**src/rtl/uart_pkg.sv**
```systemverilog
// Shared UART definitions: line-rate defaults, divider helper, transmit
// state encoding and frame shape. The receiver side imports the same package.
package uart_pkg;

    localparam int DEFAULT_CLK_FREQ  = 27_000_000;
    localparam int DEFAULT_BAUD_RATE = 115_200;

    // 8N1 framing
    localparam int DATA_BITS = 8;
    localparam int STOP_BITS = 1;

    typedef enum logic [1:0] {
        IDLE  = 2'd0,
        START = 2'd1,
        DATA  = 2'd2,
        STOP  = 2'd3
    } tx_state_t;

    // Clocks per bit; integer division, so the caller must keep the result >= 4.
    function automatic int calc_baud_div(input int clk_freq, input int baud_rate);
        return clk_freq / baud_rate;
    endfunction

endpackage

```
**src/rtl/sync_fifo.sv**
```systemverilog
// Single-clock FIFO with first-word-fall-through read data.
// rdata always shows the head entry while empty is low; pop advances it.
// Pushes while full and pops while empty are ignored, so count stays in range.
module sync_fifo #(
    parameter int WIDTH = 8,
    parameter int DEPTH = 16
) (
    input  logic                     clk,
    input  logic                     reset,
    input  logic                     push,
    input  logic                     pop,
    input  logic [WIDTH-1:0]         wdata,
    output logic [WIDTH-1:0]         rdata,
    output logic                     full,
    output logic                     empty,
    output logic [$clog2(DEPTH):0]   count
);

    localparam int AW = $clog2(DEPTH);
    localparam logic [AW-1:0] PTR_ONE   = AW'(1);
    localparam logic [AW:0]   CNT_ONE   = (AW + 1)'(1);
    localparam logic [AW:0]   CNT_DEPTH = (AW + 1)'(DEPTH);

    logic [WIDTH-1:0] mem_q [DEPTH];
    logic [AW-1:0]    wr_ptr_q;
    logic [AW-1:0]    rd_ptr_q;
    logic [AW:0]      count_q;
    logic             do_push;
    logic             do_pop;

    assign full    = (count_q == CNT_DEPTH);
    assign empty   = (count_q == '0);
    assign do_push = push && !full;
    assign do_pop  = pop && !empty;
    assign rdata   = mem_q[rd_ptr_q];
    assign count   = count_q;

    // Pointers wrap naturally because DEPTH is a power of two.
    always_ff @(posedge clk) begin
        if (reset) begin
            wr_ptr_q <= '0;
            rd_ptr_q <= '0;
            count_q  <= '0;
        end else begin
            if (do_push) begin
                wr_ptr_q <= wr_ptr_q + PTR_ONE;
            end
            if (do_pop) begin
                rd_ptr_q <= rd_ptr_q + PTR_ONE;
            end
            case ({do_push, do_pop})
                2'b10:   count_q <= count_q + CNT_ONE;
                2'b01:   count_q <= count_q - CNT_ONE;
                default: count_q <= count_q;
            endcase
        end
    end

    // Storage array; contents need no reset since count gates visibility.
    always_ff @(posedge clk) begin
        if (do_push) begin
            mem_q[wr_ptr_q] <= wdata;
        end
    end

endmodule

```
**src/rtl/uart_tx_fifo.sv**
```systemverilog
// Buffered 8N1 UART transmitter. Bytes enter a FIFO through a valid/ready
// handshake and a bit-timing FSM shifts them out LSB-first with no idle gap
// between queued frames.
//
// Handshake: a byte is transferred on every rising edge where tx_valid and
// tx_ready are both high; tx_data must be stable then. tx_ready does not
// depend on tx_valid, and tx_valid without tx_ready transfers nothing.
//
// The line register tx follows the FSM state one clock later, so the start
// bit appears two edges after a push into an idle, empty block and every
// bit lasts exactly BAUD_DIV clocks.
module uart_tx_fifo
    import uart_pkg::*;
#(
    parameter int CLK_FREQ   = DEFAULT_CLK_FREQ,
    parameter int BAUD_RATE  = DEFAULT_BAUD_RATE,
    parameter int BAUD_DIV   = calc_baud_div(CLK_FREQ, BAUD_RATE),
    parameter int FIFO_DEPTH = 16
) (
    input  logic                          clk,
    input  logic                          reset,
    input  logic [DATA_BITS-1:0]          tx_data,
    input  logic                          tx_valid,
    output logic                          tx_ready,
    output logic                          tx,
    output logic                          busy,
    output logic [$clog2(FIFO_DEPTH):0]   fifo_count,
    output tx_state_t                     tx_state
);

    localparam int CW = $clog2(BAUD_DIV);
    localparam int BW = $clog2(DATA_BITS);
    localparam logic [CW-1:0] BAUD_LAST = CW'(BAUD_DIV - 1);
    localparam logic [CW-1:0] BAUD_ONE  = CW'(1);
    localparam logic [BW-1:0] BIT_LAST  = BW'(DATA_BITS - 1);
    localparam logic [BW-1:0] BIT_ONE   = BW'(1);

    tx_state_t            state_q;
    logic [CW-1:0]        baud_q;
    logic [BW-1:0]        bit_q;
    logic [DATA_BITS-1:0] shift_q;
    logic                 tx_q;

    logic                 fifo_full;
    logic                 fifo_empty;
    logic [DATA_BITS-1:0] fifo_rdata;
    logic                 push;
    logic                 pop;
    logic                 baud_last;

    assign tx_ready  = !reset && !fifo_full;
    assign push      = tx_valid && tx_ready;
    assign baud_last = (baud_q == BAUD_LAST);
    // Load the shifter from idle, or straight out of the last stop clock.
    assign pop       = !fifo_empty &&
                       ((state_q == IDLE) || ((state_q == STOP) && baud_last));

    assign tx        = tx_q;
    assign busy      = (state_q != IDLE) || (fifo_count != '0);
    assign tx_state  = state_q;

    sync_fifo #(
        .WIDTH (DATA_BITS),
        .DEPTH (FIFO_DEPTH)
    ) u_fifo (
        .clk   (clk),
        .reset (reset),
        .push  (push),
        .pop   (pop),
        .wdata (tx_data),
        .rdata (fifo_rdata),
        .full  (fifo_full),
        .empty (fifo_empty),
        .count (fifo_count)
    );

    // Bit-timing FSM: baud counter, bit counter, shifter and registered line.
    always_ff @(posedge clk) begin
        if (reset) begin
            state_q <= IDLE;
            baud_q  <= '0;
            bit_q   <= '0;
            shift_q <= '0;
            tx_q    <= 1'b1;
        end else begin
            case (state_q)
                IDLE: begin
                    tx_q   <= 1'b1;
                    baud_q <= '0;
                    bit_q  <= '0;
                    if (pop) begin
                        shift_q <= fifo_rdata;
                        state_q <= START;
                    end
                end
                START: begin
                    tx_q <= 1'b0;
                    if (baud_last) begin
                        baud_q  <= '0;
                        bit_q   <= '0;
                        state_q <= DATA;
                    end else begin
                        baud_q <= baud_q + BAUD_ONE;
                    end
                end
                DATA: begin
                    tx_q <= shift_q[0];
                    if (baud_last) begin
                        baud_q  <= '0;
                        shift_q <= shift_q >> 1;
                        if (bit_q == BIT_LAST) begin
                            bit_q   <= '0;
                            state_q <= STOP;
                        end else begin
                            bit_q <= bit_q + BIT_ONE;
                        end
                    end else begin
                        baud_q <= baud_q + BAUD_ONE;
                    end
                end
                STOP: begin
                    tx_q <= 1'b1;
                    if (baud_last) begin
                        baud_q <= '0;
                        if (pop) begin
                            shift_q <= fifo_rdata;
                            state_q <= START;
                        end else begin
                            state_q <= IDLE;
                        end
                    end else begin
                        baud_q <= baud_q + BAUD_ONE;
                    end
                end
                default: begin
                    tx_q    <= 1'b1;
                    baud_q  <= '0;
                    state_q <= IDLE;
                end
            endcase
        end
    end

endmodule

```
**config.mk**
```make
export PLATFORM = sky130hd
export DESIGN_NAME = uart_tx_fifo
export DESIGN_NICKNAME = d
export VERILOG_FILES = /design/src/rtl/uart_pkg.sv /design/src/rtl/sync_fifo.sv /design/src/rtl/uart_tx_fifo.sv
export SDC_FILE = /design/constraint.sdc
export NUM_CORES = 1
export LEC_CHECK = 0
export ABC_AREA = 0
export BUFFER_PORTS_ARGS = -buffer_cell sky130_fd_sc_hd__clkbuf_2
export CORE_UTILIZATION = 50
export DETAILED_ROUTE_END_ITERATION = 8
export GPL_TIMING_DRIVEN = 1
export PLACE_DENSITY_LB_ADDON = 0.12
export SLEW_MARGIN = 20
export SYNTH_ARGS = -nofsm -noshare
export SYNTH_HDL_FRONTEND = slang
export SYNTH_SLANG_ARGS = --single-unit
```
**constraint.sdc**
```tcl
create_clock -name clk -period 2.6 [get_ports clk]
set_input_delay 0.26 -clock clk [delete_from_list [all_inputs] [get_ports clk]]
set_output_delay 0.26 -clock clk [all_outputs]
set_load 0.01 [all_outputs]
```
# Word level (Yosys, flattened, before mapping)
# Memory sizes are Yosys's and may differ from the RTL's. A register that Yosys moved wholly into a read port is not among the register bits.
# Index checks and enable logic that the tools add are counted.
[op_classes]
add_sub_neg = 6
n_mul = 0
n_div = 0
order_cmp = 0
eq_ne = 13
shift = 0
n_mux = 23
bitwise = 0
reduce_logical = 23
[op_table]
columns = ["op", "count"]
rows = [
  ["two-way mux 8 bit", 4],
  ["case mux 8 bit (3 select lines)", 1],
  ["case mux 8 bit (2 select lines)", 1],
  ["two-way mux 2 bit", 5],
  ["case mux 5 bit (2 select lines)", 1],
  ["two-way mux 3 bit", 3],
  ["case mux 3 bit (3 select lines)", 1],
  ["adder 4 x 1 -> 4 bit, second input constant", 2],
  ["adder 8 x 1 -> 8 bit, second input constant", 1],
  ["equality test 8 bit, second input constant", 1],
  ["two-way mux 4 bit", 2],
  ["!= test 2 bit, second input constant", 4],
  ["case mux 2 bit (4 select lines)", 1],
  ["equality test 2 bit, second input constant", 3],
  ["logical AND 1 bit", 6],
  ["AND reduction 3 bit", 2],
  ["nonzero test 3 bit", 2],
  ["adder 5 x 1 -> 5 bit, second input constant", 1],
  ["equality test 5 bit, second input constant", 1],
  ["logical NOT 5 bit", 1],
  ["AND reduction 5 bit", 1],
  ["nonzero test 5 bit", 1],
  ["subtractor 5 x 1 -> 5 bit, second input constant", 1],
  ["equality test 2 x 1 -> 1 bit, second input constant", 2],
  ["11 further kinds", 17],
]
[word_totals]
register_bits = 35
latch_bits = 0
ram_bits = 128
romBits = 0
input_bits = 11
output_inout_bits = 10
n_memories = 1
[mem_list]
columns = ["memory", "words", "width", "rd", "rd_ports_with_merged_regs", "wr", "line_no", "text"]
rows = [
  ["u_fifo.mem_q", 16, 8, 1, 1, 1, "sync_fifo.sv:24", "logic [WIDTH-1:0] mem_q [DEPTH];"],
]

# Logic depth before layout (Yosys ltp)
# Gate-level depths: netlist of run 1.
[logic_depth]
word_depth = 7
mapped_depth = 12
depth_no_buf = 12

# Cells and area by module
# Synthesis of run 1 repeated with hierarchy kept, for this count alone.
[hier_totals]
hier_cells = 464
hier_area_um2 = 7140.6
[modules_own_cells]
columns = ["mod", "n_inst", "cells_each", "area_per_inst_um2", "seq_area_each_um2"]
rows = [
  ["sync_fifo", 1, 330, 5891.9, 4184.0],
  ["uart_tx_fifo", 1, 134, 1248.7, 440.4],
]

# Least setup slack after synthesis of run 1
# Ideal clock, no wire load.
[synth_path]
kind = "reg-to-reg"
startpoint = "register state_q[0], in the netlist tx_state[0]"
endpoint = "register u_fifo.count_q[4], in the netlist u_fifo.count[4]"
setup_ns = 0.123
arrival_time_ns = 2.574
t_required_ns = 2.477
path_slack_ns = -0.097
stages_incl_launch_ff = 12
n_path_buf = 0
synth_period_minus_slack_ns = 2.697
cell_sequence = "dfxtp_1 -> ha_1 -> inv_1 -> o41a_4 -> nor3_4 -> xor2_1 -> ha_1 -> a21oi_1 -> o31ai_1 -> nor2_1 -> mux2i_1 -> mux2_1"
[synth_between]
elab_chain_cells = 7
word_cells_on_any_way = 10
classes_between = "3 x eq/ne; 1 x mux; 6 x reduce/logical"
[synth_rtl]
columns = ["item", "line_no", "text"]
rows = [
  ["start, declared", "uart_tx_fifo.sv:38", "tx_state_t state_q;"],
  ["start signal, assigned", "uart_tx_fifo.sv:80", "state_q <= IDLE;"],
  ["start signal, assigned", "uart_tx_fifo.sv:93", "state_q <= START;"],
  ["start signal, assigned", "uart_tx_fifo.sv:101", "state_q <= DATA;"],
  ["equality test 2 bit", "uart_tx_fifo.sv:56", "((state_q == IDLE) || ((state_q == STOP) && baud_last));"],
  ["logical AND 1 bit", "uart_tx_fifo.sv:56", ""],
  ["logical OR 1 bit (*)", "uart_tx_fifo.sv:56", ""],
  ["logical AND 1 bit (*)", "uart_tx_fifo.sv:55", "assign pop = !fifo_empty &&"],
  ["logical AND 1 bit (*)", "sync_fifo.sv:34", "assign do_pop = pop && !empty;"],
  ["equality test 2 x 1 -> 1 bit / equality test 2 bit (equally long branches)", "sync_fifo.sv:51", "case ({do_push, do_pop})"],
  ["case mux 5 bit (2 select lines) / nonzero test 2 bit (equally long branches)", "-", ""],
  ["end signal, assigned", "sync_fifo.sv:52", "2'b10: count_q <= count_q + CNT_ONE;"],
  ["end signal, assigned", "sync_fifo.sv:53", "2'b01: count_q <= count_q - CNT_ONE;"],
  ["end signal, assigned", "sync_fifo.sv:54", "default: count_q <= count_q;"],
  ["end, declared", "sync_fifo.sv:27", "logic [AW:0] count_q;"],
]
# Every way passes the cells marked *; elsewhere a longest branch is shown, timed or not.
# A chain may end at the register's enable or synchronous reset.

# Worst setup path in the final report of run 1
[layout_path]
startpoint = "register state_q[1], in the netlist tx_state[1]"
endpoint = "register u_fifo.count_q[4], in the netlist u_fifo.count[4]"
# The elaborated chain is that of the path after synthesis.

==> results_dict.tcl, run 1 <==
set metrics [dict create \
    io_buffers 20 \
    maxSlewHeadroom 0.613 \
    status "complete, but fails checks" \
    p_leak_nw 2.72 \
    finalSetupViolCount 1 \
    coreArea_um2 13300 \
    ys_async_sr_fraction 0 \
    die_w_um 119 \
    grt_pass1_wl_um 20600 \
    antenna_found_initial 0 \
    num_vias 3842 \
    final_util 0.598 \
    cp_slowest_stage_delay_ps 500 \
    cts.sinks 167 \
    ant_nets 0 \
    slowest_stage "o41a_4" \
    cp.required_ps 2900 \
    worstMarginPinSlew_ps 579 \
    track_usage 0.202 \
    syn_area_um2 6870 \
    drive_gt1_frac 0.254 \
    cp_max_fo 5 \
    ys_types 43 \
    cts_max_level 4 \
    clk_pin_slew_ps 60 \
    drv_slew 0 \
    place_hpwl_um 8360 \
    finalNetCount 522 \
    grt-ovfl-total 0 \
    tritoncts "done" \
    grtUsageMet2 0.335 \
    postLayoutCellArea_um2 7950 \
    ys_ff_latch 167 \
    start_util 0.517 \
    timing.final.hold_violations 0 \
    mostFrequentLayoutCells "edfxtp_1 (128), nor2_1 (52), dfxtp_1 (34), mux4_2 (31), buf_4 (31)" \
    synth_seq_area_share 0.673 \
    violations "setup timing" \
    synthCells 442 \
    cp_cell_sequence "ha_4 -> inv_2 -> o41a_4 -> nor3_4 -> xor2_1 -> ha_2 -> a21oi_2 -> o31ai_1 -> nor2_1 -> mux2i_1 -> mux2_1" \
    num_rows 42 \
    drtIter0Drc 177 \
    synth_area_per_cell_um2 15.5 \
    syn2layout_area_growth_pct 15.7 \
    syn_nets 470 \
    worst_setup_path_start_kind "flip-flop" \
    grt_max_degree 37 \
    period_minus_slack_ps 2630 \
    drc 0 \
    cts_buffers 17 \
    synth_edf_count 128 \
    fin_total_pwr_w 0.00724 \
    powerDensity_nw_per_um2 911 \
    mostFrequentLayoutCell "edfxtp_1" \
    grt_busiest_layer "met2" \
    synth_ff_type "edfxtp_1" \
    dr.pass1.iters 4 \
    period_share 1.01 \
    endpoint_kind "flip-flop" \
    io-pin-count 21 \
    vias_per_cell 5.63 \
    peakVddDrop_uv 430 \
    wl_per_cell_um 19.2 \
    rsz0062_at_grt "yes" \
    multi_input_area_um2 2160 \
    yosysWarnings 0 \
    layout_setup_ws_ps -27.5 \
    crit_type "reg2reg" \
    ctsLongestPathBuffers 2 \
    hold_path.class "in2reg" \
    final-seq-area_um2 4630 \
    cts_hold_buf 0 \
    routabilityCongestion 0.836 \
    clock_latency_ps 420 \
    fmax_mhz 381 \
    die_h_um 119 \
    grt_pass1_vias 3846 \
    wirelength_um 13100 \
    n_antenna_cell 0 \
    cp_data_arrival_time_ps 2930 \
    skew_ps 11.5 \
    n_fill_cell 1030 \
    use_met1 0.263 \
    placed_cell_area_um2 7360 \
    gr-usage-met3 0.0489 \
    cts_root_buf "clkbuf_16" \
    dieArea_um2 14200 \
    maxCapViolations 0 \
]
through the flow:
step | std cells | setup slack (ps) | TNS, ps | hold WS [ps]
finish | 683 | -27.5 | -27.5 | 268
global route | 683 | -178 | -292 | 280
CTS | 680 | 44.1 | 0 | 255
detailed placement | 648 | 52.1 | 0 | 453
global placement | 648 | 124 | 0 | 444
floorplan | 442 | 30.8 | 0 | 359
per-layer routing:
layer  routed length (um)  vias up
met5                    0        -
met1                 5790     1947
met4                  129        0
met2                 6690       75
met3                  483       12
li1                     -     1808
path summary, 6_finish.rpt:
kind	slack [ps]	end	from	depth (start not counted)
max	-30	u_fifo.count[4]	tx_state[1]	11
min	270	u_fifo.mem_q[3][7]	tx_data[7]	1
max reg2reg	-30	u_fifo.count[4]	tx_state[1]	11
min reg2reg	460	bit_q[1]	bit_q[1]	2
final cells by class:
cell class,instances,share of cell area
clock buffer,23,0.0564
clock inverter,9,0.00992
inverter,9,0.00472
multi-input combinational,246,0.272
sequential,167,0.583
tap,176,0.0277
timing repair buffer,53,0.0469
synthesized netlist by cell type, types with 2 or more instances:
cell      number  area, um^2
nor3b_1        3        22.5
buf_2          4        20.0
nor2b_1        7        43.8
o21ai_0        3        15.0
or2_2          2        12.5
dfxtp_1       39         781
ha_1          17         213
o31ai_1        2        15.0
nand2b_1       4        25.0
a22oi_1       14         105
xor2_1         8        70.1
mux4_2        31         698
a211oi_1       8        60.1
edfxtp_1     128        3840
a21oi_1       22         110
nand3_1        6        30.0
mux2i_1       10         100
nand2_1       14        52.6
xnor2_1        6        52.6
nor3_1        15        75.1
nor2_1        52         195
mux2_1         3        33.8
inv_1          9        33.8
clkbuf_1      15        56.3
and3_1         2        12.5
registers in the layout (all words and copies together), names as in the netlist, named ones only:
| name | flops |
|---|---|
| shift_q | 8 |
| baud_q | 8 |
| u_fifo.rd_ptr_q | 4 |
| u_fifo.wr_ptr_q | 4 |
| tx_state | 2 |
| u_fifo.count | 5 |
| u_fifo.mem_q | 128 |
| tx | 1 |
| bit_q | 3 |
what timing repair did:
action,in CTS,in global routing
resized for setup,0,11
setup endpoints to repair,0,2
buffers inserted,0,3
critical path, delay by kind of cell (launching register included):
| kind | cells | cell delay [ps] |
|---|---|---|
| AOI/OAI and AO/OA | 3 | 760 |
| muxes | 2 | 480 |
| adders and majority gates | 2 | 380 |
| buffers and inverters | 1 | 40 |
| xor gates and xnor gates | 1 | 190 |
| and+or+nand+nor | 2 | 300 |
| DFF | 1 | 360 |
cells by family (layout without fill, tap and decap cells):
| kind of cell | count (synthesis) | in the layout | synth area share |
|---|---|---|---|
| adders and majority gates | 17 | 17 | 0.0310 |
| buffers and inverters | 29 | 94 | 0.0166 |
| AOI/OAI and AO/OA | 54 | 54 | 0.0537 |
| muxes | 45 | 45 | 0.123 |
| and+or+nand+nor | 116 | 116 | 0.0847 |
| DFF | 167 | 167 | 0.673 |
| xor gates and xnor gates | 14 | 14 | 0.0179 |
where the power goes:
| group | total, W | leakage (nW) | switching, W | internal [W] |
|---|---|---|---|---|
| combinational | 0.00188 | 1.00 | 0.000986 | 0.000893 |
| sequential | 0.00311 | 1.47 | 0.000100 | 0.00301 |
| clock | 0.00225 | 0.242 | 0.000945 | 0.00131 |
| total | 0.00724 | 2.72 | 0.00203 | 0.00521 |
Note: power is estimated with default switching activity, not from simulation.
==> inputs of run 2 (changes only) <==
--- a/config.mk
+++ b/config.mk
@@ -7,7 +7,7 @@
 export LEC_CHECK = 0
 export ABC_AREA = 0
 export BUFFER_PORTS_ARGS = -buffer_cell sky130_fd_sc_hd__clkbuf_2
-export CORE_UTILIZATION = 50
+export CORE_UTILIZATION = 47
 export DETAILED_ROUTE_END_ITERATION = 8
 export GPL_TIMING_DRIVEN = 1
 export PLACE_DENSITY_LB_ADDON = 0.12
==> run 2 against run 1 <==
  * The flow now finishes without violations
  * Final cell count is 0.44% higher
  * Total power is 3.2% higher
  * Wire length is 1.4% higher
  * Clock power is 12% higher
  * Clock-buffer cell count is 6 lower
  * Non-clock buffer count is 1 lower
  * Critical path type unchanged
  * Largest cell class unchanged
  * Largest power group unchanged
==> results_dict.tcl, run 2 (synthesis results as in run 1) <==
set metrics [dict create \
    status "completed" \
    hp-start "tx_data[7]" \
    worst_setup_path_start_kind "flip-flop" \
    final_util 0.571 \
    die_w_um 123 \
    grt_busiest_layer "met2" \
    die_h_um 123 \
    reg2reg_from "tx_state[1]" \
    start_util 0.489 \
    io_buffers 20 \
    ctsLongestPathBuffers 2 \
    grt_pass1_wl_um 20700 \
    rsz0062_at_grt "yes" \
    wl_per_cell_um 19.3 \
    skew_ps 11.6 \
    holdPathStages 1 \
    finalSetupViolCount 0 \
    postLayoutCellArea_um2 8020 \
    dieArea_um2 15100 \
    dr.pass1.iters 4 \
    coreArea_um2 14000 \
    hold_ws_ps 243 \
    mostFrequentLayoutCells "edfxtp_1 (128), nor2_1 (52), dfxtp_1 (35), mux4_2 (31), buf_4 (30)" \
    grtUsageMet2 0.314 \
    rrSetupSlack_ps 60 \
    largest_register "u_fifo.mem_q" \
    maxCapViolations 0 \
    p_leak_nw 2.77 \
    rr_endpoint "u_fifo.count[4]" \
    cp_max_fo 6 \
    worstMarginPinSlew_ps 576 \
    placed_cell_area_um2 7370 \
    clock_latency_ps 430 \
    cts_root_buf "clkbuf_16" \
    timing.final.hold_violations 0 \
    cts.sinks 167 \
    rr_worst_depth 11 \
    grt_max_degree 37 \
    n_antenna_cell 0 \
    peakVddDrop_uv 502 \
    maxSlewHeadroom 0.615 \
    tritoncts "done" \
    cp.required_ps 2920 \
    mostFrequentLayoutCell "edfxtp_1" \
    num_rows 43 \
    largest_register_ffs 128 \
    drive_gt1_frac 0.269 \
    use_met1 0.255 \
    ant_nets 0 \
    drtIter0Drc 308 \
    io-pin-count 21 \
    period_share 0.976 \
    cts_buffers 17 \
    cp_data_arrival_time_ps 2860 \
    num_vias 3823 \
    gr-usage-met3 0.0469 \
    clk_pin_slew_ps 70 \
    hold_path.class "in2reg" \
    place_hpwl_um 8340 \
    wirelength_um 13300 \
    drc 0 \
    powerDensity_nw_per_um2 932 \
    routabilityCongestion 0.798 \
    finalNetCount 521 \
    whs_endpoint "u_fifo.mem_q[14][7]" \
    endpoint_kind "flip-flop" \
    reg_top3 "u_fifo.mem_q x128, baud_q x8, shift_q x8" \
    drv_slew 0 \
    syn2layout_area_growth_pct 16.8 \
    fmax_mhz 394 \
    track_usage 0.195 \
    vias_per_cell 5.57 \
    period_minus_slack_ps 2540 \
    grt-ovfl-total 0 \
    grt_pass1_vias 3770 \
    crit_type "reg2reg" \
    antenna_found_initial 0 \
    cts_max_level 4 \
]
==> run 2: what timing repair did <==
action | in CTS | in global routing
buffers inserted | 0 | 1
hold buffers | 0 | 0
gates cloned | 0 | 0
hold endpoints to repair | 0 | 0
resized for setup | 2 | 10
endpoints found under the setup margin | 1 | 2
==> run 2: metrics by stage <==
stage	setup TNS (ps)	instances	total power, W	setup slack [ps]
2_1_floorplan	0	442	0.00443	30.8
3_3_place_gp	0	653	0.00494	61.7
3_5_place_dp	-12.5	653	0.00498	-12.5
4_1_cts	0	685	0.00752	39.1
5_1_grt	-114	686	0.00786	-114
6_report	0	686	0.00747	62.9
==> run 2: layer usage <==
layer	routed length (um)	up-vias
li1	-	1808
met5	0	-
met4	342	0
met2	6440	74
met1	5970	1914
met3	524	27
==> run 2: final cells by class <==
| cell class | count | area (um^2) |
|---|---|---|
| fill | 1091 | 6020 |
| sequential | 167 | 4630 |
| clock buffer | 17 | 425 |
| tap | 180 | 225 |
| clock inverter | 15 | 171 |
| inverter | 9 | 33.8 |
| multi-input combinational | 246 | 2170 |
| timing repair buffer | 52 | 365 |
==> run 2: how the worst max path moves through the flow <==
stage,cells after the start,endpoint,start,slack (ps)
after CTS,11,u_fifo.count[4],tx_state[1],40
after floorplan,11,u_fifo.count[4],tx_state[0],30
after global routing,11,u_fifo.count[4],tx_state[1],-110
after global placement,11,u_fifo.count[4],tx_state[1],60
after detailed placement,11,u_fifo.count[4],tx_state[1],-10
final,11,u_fifo.count[4],tx_state[1],60
==> run 2: critical path, stage by stage, from the launching register on <==
cell,delay [ps]
dfxtp_4,380
ha_4,150
inv_2,30
o41a_4,500
nor3_4,160
xor2_1,190
ha_2,210
a21oi_2,40
o31ai_1,210
nor2_1,60
mux2i_1,160
mux2_1,320
==> run 2: power by group <==
group          total [W]  switching, W  internal [W]
Clock            0.00252       0.00114       0.00138
Combinational    0.00185      0.000982      0.000871
Sequential       0.00310     0.0000873       0.00301
==> inputs of run 3 (changes only) <==
--- a/config.mk
+++ b/config.mk
@@ -5,9 +5,9 @@
 export SDC_FILE = /design/constraint.sdc
 export NUM_CORES = 1
 export LEC_CHECK = 0
-export ABC_AREA = 0
+export ABC_AREA = 1
 export BUFFER_PORTS_ARGS = -buffer_cell sky130_fd_sc_hd__clkbuf_2
-export CORE_UTILIZATION = 47
+export CORE_UTILIZATION = 56
 export DETAILED_ROUTE_END_ITERATION = 8
 export GPL_TIMING_DRIVEN = 1
 export PLACE_DENSITY_LB_ADDON = 0.12
==> run 3 against run 2 <==
  * Worst hold slack got worse by 55 ps
  * Total power rose by 8.8%
  * Synthesized cell count rose by 44%
  * Largest cell class unchanged
  * Highest routed layer unchanged
  * Non-clock buffer count fell by 4
  * Final cell count rose by 24%
  * Critical path depth rose by 5
  * Critical path type unchanged
==> results_dict.tcl, run 3 <==
set metrics [dict create \
    powerDensity_nw_per_um2 1000 \
    grt-ovfl-total 0 \
    mostFrequentLayoutCells "edfxtp_1 (128), nor2_1 (116), o21ai_0 (73), nand2_1 (53)" \
    yosysWarnings 0 \
    mostFrequentLayoutCell "edfxtp_1" \
    rr_endpoint "u_fifo.count[4]" \
    routabilityCongestion 0.821 \
    die_h_um 114 \
    peakVddDrop_uv 632 \
    largest_register "u_fifo.mem_q" \
    io-pin-count 21 \
    syn2layout_area_growth_pct 14.6 \
    cts_buffers 17 \
    io_buffers 20 \
    grt_max_degree 65 \
    slowest_stage "dfxtp_1" \
    grt_pass1_wl_um 25100 \
    setup_tns_ps 0 \
    skew_ps 6.82 \
    die_w_um 114 \
    ys_top_cells_by_count "edfxtp_1 (128), nor2_1 (116), o21ai_0 (73)" \
    postLayoutCellArea_um2 8100 \
    synth_area_per_cell_um2 11.1 \
    synthCells 635 \
    hold_path.class "in2reg" \
    rrSetupSlack_ps 450 \
    crit_top_cell "nand2_1" \
    track_usage 0.265 \
    cp_max_fo 6 \
    wirelength_um 16000 \
    coreArea_um2 12200 \
    cp_cell_sequence "ha_1 -> nand2_1 -> nor2_2 -> nand3_1 -> nand2_2 -> nand3_2 -> nand2_1 -> nand2_1 -> ha_1 -> o21bai_1 -> nand3_1 -> nand2_1 -> nand2_1 -> nand3_1 -> nand2_1 -> inv_1" \
    period_minus_slack_ps 2150 \
    place_hpwl_um 9960 \
    period_share 0.825 \
    cp_data_arrival_time_ps 2480 \
    ys_types 42 \
    fmax_mhz 466 \
    rsz0062_at_grt "no" \
    dieArea_um2 13100 \
    drc 0 \
    cts_max_level 4 \
    crit_type "reg2reg" \
    worstMarginPinSlew_ps 517 \
    reg_top3 "u_fifo.mem_q x128, baud_q x8, shift_q x8" \
    vias_per_cell 5.79 \
    status "completed" \
    synth_edf_count 128 \
    wl_per_cell_um 18.7 \
    tritoncts "done" \
    drtIter0Drc 558 \
    synth.largest_area_cell "edfxtp_1" \
    whs_endpoint "u_fifo.wr_ptr_q[0]" \
    placed_cell_area_um2 7470 \
    cp.required_ps 2930 \
    ctsLongestPathBuffers 2 \
    dr.pass1.iters 5 \
    endpoint_kind "flip-flop" \
    drv_slew 0 \
    n_antenna_cell 0 \
    reg2reg_from "baud_q[0]" \
    start_util 0.581 \
    synth_top_area_frac 0.544 \
    holdPathStages 3 \
    instances_no_fill 854 \
    synth_seq_area_share 0.654 \
    fin_total_pwr_w 0.00813 \
    clk_pin_slew_ps 60 \
    syn_area_um2 7070 \
    hp-start "tx_valid" \
    yosysMostFrequentCell "edfxtp_1" \
    ys_async_sr_fraction 0 \
    syn_nets 663 \
    antenna_found_initial 0 \
    grt_pass1_vias 4742 \
    cts.sinks 167 \
    n_fill_cell 941 \
    cts.repair.resized 0 \
    drive_gt1_frac 0.146 \
    worst_setup_path_start_kind "flip-flop" \
    num_vias 4943 \
    dpl.cell_count 822 \
    crit_family "simple AND/OR/NAND/NOR gates" \
    ant_nets 0 \
    finalSetupViolCount 0 \
    cts_root_buf "clkbuf_16" \
    finalNetCount 701 \
    post_cts_buffers 0 \
    rr_worst_depth 16 \
    synthTopCellsByArea "edfxtp_1 (54%), dfxtp_1 (11%), nor2_1 (6.2%)" \
    maxCapViolations 0 \
    synth_ff_type "edfxtp_1" \
    timing.final.hold_violations 0 \
    largest_register_ffs 128 \
    p_leak_nw 2.92 \
    num_rows 40 \
    maxSlewHeadroom 0.653 \
    crit_buf_inv 1 \
    cts_hold_buf 0 \
    clock_latency_ps 430 \
    final_util 0.666 \
    cp_slowest_stage_delay_ps 390 \
    ys_ff_latch 167 \
]
==> run 3: worst min-delay path, stage by stage <==
cell and delay, ps:
clkbuf_2 100, nand3_4 140, a21oi_1 80
==> run 3: worst max path at each step <==
stage	startpoint	endpoint	slack, ps	cells past startpoint
3_3_place_gp	baud_q[0]	u_fifo.count[4]	570	16
6_report	baud_q[0]	u_fifo.count[4]	450	16
2_1_floorplan	tx_state[0]	u_fifo.count[4]	690	14
3_5_place_dp	baud_q[0]	u_fifo.count[4]	500	16
4_1_cts	baud_q[0]	u_fifo.count[4]	500	16
5_1_grt	baud_q[0]	u_fifo.count[4]	270	16
==> run 3: cell type report <==
type	instances	area [um^2]	share of cell area
Clock buffer	17	425	0.0525
Clock inverter	15	208	0.0256
Inverter	42	160	0.0198
Multi-Input combinational cell	397	2150	0.265
Sequential cell	167	4630	0.571
Tap cell	168	210	0.0259
Timing Repair Buffer	48	323	0.0399
==> run 3: where the power goes <==
| group | total (W) | switching [W] | leakage, nW | internal, W |
|---|---|---|---|---|
| logic | 0.00230 | 0.00153 | 1.15 | 0.000773 |
| clock network | 0.00270 | 0.00101 | 0.299 | 0.00169 |
| registers | 0.00313 | 0.000111 | 1.47 | 0.00302 |
==> run 3: stage by stage <==
stage / hold slack [ps] / setup WS, ps
floorplan: 359 / 691
global placement: 448 / 565
detailed placement: 460 / 503
CTS: 186 / 499
global route: 194 / 267
finish: 188 / 455
==> run 3: cell families (layout without fill, tap and decap cells) <==
logic type                 count (synthesis)  count (layout)  synth area share
buffers and inverters                     71             122            0.0421
adders and majority gates                 17              17            0.0301
DFF                                      167             167             0.654
and+or+nand+nor                          226             226             0.140
AOI/OAI and AO/OA                        149             149             0.127
xor gates and xnor gates                   5               5           0.00619
==> run 3: layer usage <==
layer,share of wire,track usage
met2,0.50,0.441
met3,0.056,0.0619
met4,0.016,0.0918
met1,0.43,0.343
met5,0,0
